<file path="config.mk">
export PLATFORM = sky130hd
export DESIGN_NAME = word_unpack
export DESIGN_NICKNAME = d
export VERILOG_FILES = /design/src/rtl/word_unpack_pkg.sv /design/src/rtl/word_unpack_bit.sv /design/src/rtl/word_unpack.sv
export SDC_FILE = /design/constraint.sdc
export NUM_CORES = 1
export LEC_CHECK = 0
export ABC_AREA = 1
export CAP_MARGIN = 40
export CORE_AREA = 2 2 79 81
export CTS_BUF_LIST = sky130_fd_sc_hd__clkbuf_4 sky130_fd_sc_hd__clkbuf_8
export CTS_CLUSTER_SIZE = 28
export DETAILED_ROUTE_END_ITERATION = 10
export DIE_AREA = 0 0 81 83
export PLACE_DENSITY = 0.95
export SLEW_MARGIN = 20
export SYNTH_ARGS = -nofsm -noshare
export SYNTH_HDL_FRONTEND = slang
export SYNTH_SLANG_ARGS = --single-unit
</file>
<file path="constraint.sdc">
create_clock -name clk -period 6.8 [get_ports clk]
set_clock_uncertainty 0.1 [all_clocks]
set_input_delay 2.04 -clock clk [delete_from_list [all_inputs] [get_ports clk]]
set_output_delay 2.04 -clock clk [all_outputs]
set_load 0.005 [all_outputs]
</file>
<file path="src/rtl/word_unpack_pkg.sv">
// word_unpack_pkg: default geometry and filter-counter sizing shared by word_unpack.
package word_unpack_pkg;
  localparam int WIDTH_DEF    = 16;
  localparam int FILT_LEN_DEF = 4;
  function automatic int cnt_w(input int filt_len);
    return $clog2(filt_len + 1);
  endfunction
endpackage

</file>
<file path="src/rtl/word_unpack_bit.sv">
// word_unpack_bit: one bit's optional glitch filter, edge pulses and sticky rise flag.
// Filter compiled in only when WORD_UNPACK_FILTER_EN is defined.
module word_unpack_bit
  import word_unpack_pkg::*;
#(
  parameter int FILT_LEN = FILT_LEN_DEF
) (
  input  logic clk,
  input  logic rst,
  input  logic in_i,
  input  logic valid_i,
  input  logic clr_i,
  output logic bit_o,
  output logic rise_o,
  output logic fall_o,
  output logic sticky_o
);
  logic bit_q, bit_d, rise_q, rise_d, fall_q, fall_d, sticky_q, sticky_d;
  if (FILT_LEN < 1 || FILT_LEN > 255) begin : g_bad_filt
    $error("word_unpack_bit: FILT_LEN out of range");
  end
`ifdef WORD_UNPACK_FILTER_EN
  localparam int CW = cnt_w(FILT_LEN);
  logic [CW-1:0] cnt_q, cnt_d;
  logic diff, done;
  // The counter tracks the current disagreeing run; any agreeing sample restarts it.
  always_comb begin
    diff  = valid_i && (in_i != bit_q);
    done  = diff && (cnt_q == CW'(FILT_LEN - 1));
    cnt_d = !valid_i ? cnt_q : (diff && !done) ? cnt_q + 1'b1 : '0;
    bit_d = done ? ~bit_q : bit_q;
  end
  always_ff @(posedge clk or posedge rst) begin
    if (rst) cnt_q <= '0;
    else     cnt_q <= cnt_d;
  end
`else
  always_comb bit_d = valid_i ? in_i : bit_q;
`endif
  always_comb begin
    rise_d   = ~bit_q & bit_d;
    fall_d   = bit_q & ~bit_d;
    sticky_d = rise_d | (sticky_q & ~clr_i);
  end
  always_ff @(posedge clk or posedge rst) begin
    if (rst) begin
      bit_q    <= 1'b0;
      rise_q   <= 1'b0;
      fall_q   <= 1'b0;
      sticky_q <= 1'b0;
    end else begin
      bit_q    <= bit_d;
      rise_q   <= rise_d;
      fall_q   <= fall_d;
      sticky_q <= sticky_d;
    end
  end
  assign bit_o    = bit_q;
  assign rise_o   = rise_q;
  assign fall_o   = fall_q;
  assign sticky_o = sticky_q;
endmodule

</file>
<file path="src/rtl/word_unpack.sv">
// word_unpack: registers a status word into per-bit levels, edge pulses and sticky rise flags.
// Define WORD_UNPACK_FILTER_EN to add a FILT_LEN-sample glitch filter per bit.
module word_unpack
  import word_unpack_pkg::*;
#(
  parameter int WIDTH    = WIDTH_DEF,
  parameter int FILT_LEN = FILT_LEN_DEF
) (
  input  logic             clk,
  input  logic             rst,
  input  logic [WIDTH-1:0] word_in,
  input  logic             word_valid,
  input  logic [WIDTH-1:0] clr_mask,
  output logic [WIDTH-1:0] bits_out,
  output logic [WIDTH-1:0] rise_out,
  output logic [WIDTH-1:0] fall_out,
  output logic [WIDTH-1:0] sticky_out
);
  if (WIDTH < 1 || WIDTH > 32) begin : g_bad_width
    $error("word_unpack: WIDTH out of range");
  end
  for (genvar i = 0; i < WIDTH; i++) begin : g_bit
    word_unpack_bit #(.FILT_LEN(FILT_LEN)) u_bit (
      .clk     (clk),
      .rst     (rst),
      .in_i    (word_in[i]),
      .valid_i (word_valid),
      .clr_i   (clr_mask[i]),
      .bit_o   (bits_out[i]),
      .rise_o  (rise_out[i]),
      .fall_o  (fall_out[i]),
      .sticky_o(sticky_out[i])
    );
  end
endmodule

</file>
==> run_results.csv <==
group,metric,value,unit
sta,setup_ws,3.46,ns
sta,setup-tns-final,0,ns
pwr,swShare,23.7,%
synth,syn_area,2860,um^2
synth,ys_ff_latch,64,
global_route,grt_max_degree,65,
worst_setup_path,cp-start-kind,"flip-flop",
worst_setup_path,required,4.66,ns
worst_setup_path,path_cells,"clkdlybuf4s50_1",
worst_setup_path,critPathBufInv,1,
sta,holdWs,0.380,ns
synth,synth.avg_cell_area,9.15,um^2
worst_setup_path,cp_top_family,"buffers and inverters",
cells_and_area,finalNonFillerCells,433,
synth,syn_inst,312,
detailed_routing,routed_wl,4780,um
synth,yosysSeqAreaShare,56.1,%
cells_and_area,nets,388,
sta,max_slew.worst_pin.slew,0.525,ns
synth,syn_nets,347,
detailed_routing,routed_via_density,4.24,
sta,fmaxAchievable,299,MHz
place,place_congestion,0.742,
global_route,grt_overflow,0,
sta,finalHoldViolations,0,
clocking,htree_num_levels,3,
sta,setup_viol,0,
sta,slew_headroom,65.0,%
pwr,power.switching,0.000197,W
cells_and_area,multi_input_area,460,um^2
die,core-area,5820,um^2
pwr,vdd_drop_max,0.000171,V
die,die_y,83,um
synth,synth_area_leaders,"dfrtp_1 (56%), buf_4 (17%), inv_1 (8.5%)",
synth,synth_cell_types,10,
worst_setup_path,cp_max_fo,2,
sta,rsz0062_at_grt,"no",
detailed_routing,firstDrtPassIters,4,
pwr,power_frac_seq,50.6,%
synth,yosysTopAreaCellShare,56.1,%
die,num_rows,28,
worst_setup_path,path_class,"flip-flop to output port",
clocking,cts_buffer_depth,2,
clocking,clkSlewWorstSetupHoldPaths,0.06,ns
cells_and_area,layout-drive-gt1-share,5.87,%
sta,period_share,49.1,%
global_route,antenna_found_initial,0,
clocking,cts-root-buf,"clkbuf_8",
clocking,cts_tree,"yes",
clocking,numClockSinks,64,
die,die-area,6720,um^2
synth,synth_top_area_cell,"dfrtp_1",
global_route,grt_pass1_vias,1815,
worst_setup_path,arrival,1.20,ns
place,dp.cells,416,
sta,report.final.slew_viol_count,0,
detailed_routing,postRouteAntennaNets,0,
detailed_routing,wire_per_inst,11.0,um
worst_setup_path,slowest_delay,0.53,ns
cells_and_area,final-seq-area,1600,um^2
worst_setup_path,endpoint_kind,"output port",
place,place_ws,3.53,ns
place,port_buffers,98,
detailed_routing,drc,0,
clocking,clock_latency,0.33,ns
pwr,power_density,230,nW/um^2
die,io_pins,99,
die,initial_utilization,49.1,%
sta,period_needed,3.34,ns
pwr,pwr-share-comb,15.6,%
clocking,postCtsResizedCells,0,
clocking,numCtsBuffers,9,
global_route,grt_pass1_wl,7850,um
global_route,grt_usage,15.5,%
place,dp_hpwl,3570,um
synth,ys_warn_count,0,
detailed_routing,drt_iter0_markers,39,
cells_and_area,antenna_cells,0,
run_status,status,"completed",
pwr,clockPowerShare,33.8,%
die,die_width,81,um
clocking,hold_buffers,0,
detailed_routing,vias,1834,
cells_and_area,fill_cells,492,
clocking,cts_setup_buffers,0,
job,maxCapViolations,0,
pwr,p_leak,1.96,nW
min_path,hold_path.class,"flip-flop to flip-flop",
cells_and_area,synthToLayoutAreaGrowth,26.5,%
pwr,intPower,0.000633,W
worst_setup_path,crit_slowest_cell,"clkdlybuf4s50_1",
==> registers in the layout (all words and copies together) (netlist names) <==
| name | count |
|---|---|
| g_bit.u_bit.fall_o | 16 |
| g_bit.u_bit.rise_o | 16 |
| g_bit.u_bit.sticky_o | 16 |
| g_bit.u_bit.bit_o | 16 |
==> layer usage <==
layer | wire (um) | vias to the layer above | global-route usage, %
li1 | - | 926 | -
met1 | 1800 | 829 | 16.1
met2 | 2510 | 65 | 27.0
met3 | 331 | 14 | 4.78
met4 | 141 | 0 | 8.47
met5 | 0 | - | 0
==> path summary, 6_finish.rpt <==
| kind | slack (ns) | cells past startpoint | endpoint | from |
|---|---|---|---|---|
| min | 0.38 | 2 | g_bit[9].u_bit.sticky_o | g_bit[9].u_bit.sticky_o |
| max in group asynchronous | 4.24 | 4 | g_bit[10].u_bit.rise_o | rst |
| min reg2reg | 0.38 | 2 | g_bit[9].u_bit.sticky_o | g_bit[9].u_bit.sticky_o |
| max | 3.46 | 1 | bits_out[14] | g_bit[14].u_bit.bit_o |
| max reg2reg | 5.95 | 3 | g_bit[1].u_bit.sticky_o | g_bit[1].u_bit.bit_o |
| min in group asynchronous | 1.87 | 3 | g_bit[4].u_bit.fall_o | rst |
==> cells in the final DEF, fill, tap and decap left out, drive strengths merged <==
cell type / count
clkdlybuf4s50: 97
nor2: 16
buf: 4
clkbuf: 12
dfrtp: 64
nand3: 16
nand2: 64
o21ai: 16
inv: 65
clkinv: 4
==> area by class of cell <==
cell class | count | share of cell area (%)
clock buffers | 12 | 4.23
flip-flops and latches | 64 | 44.4
clock inverters | 4 | 0.554
multi-input cells | 112 | 12.8
repair buffers | 101 | 28.8
inverters | 65 | 6.76
well taps | 75 | 2.60
==> stage by stage <==
step / utilization [%] / instance area, um^2 / total power [W]
6_report: 62.1 / 3610 / 0.000830
5_1_grt: 62.1 / 3610 / 0.000878
4_1_cts: 61.6 / 3580 / 0.000840
3_5_place_dp: 58.6 / 3410 / 0.000557
3_3_place_gp: 58.2 / 3380 / 0.000549
2_1_floorplan: - / 2860 / 0.000507
==> synth_stat cells, drive strengths merged <==
library cell	count
nor2	16
inv	65
nand3	16
o21ai	16
buf	71
dfrtp	64
nand2	64
==> kinds of logic after synthesis <==
kind of cell,count (synthesis),share of synthesized area (%)
buffers and inverters,136,27.8
and+or+nand+nor,96,13.3
DFF,64,56.1
AOI/OAI and AO/OA,16,2.80
==> power groups by stage <==
stage	Combinational [W]	Clock [W]	Sequential, W
3_5_place_dp	0.000130	0	0.000427
5_1_grt	0.000144	0.000311	0.000423
6_report	0.000129	0.000280	0.000420
3_3_place_gp	0.000123	0	0.000426
2_1_floorplan	0.0000837	0	0.000423
4_1_cts	0.000130	0.000290	0.000421
(Power assumes the default switching activity.)
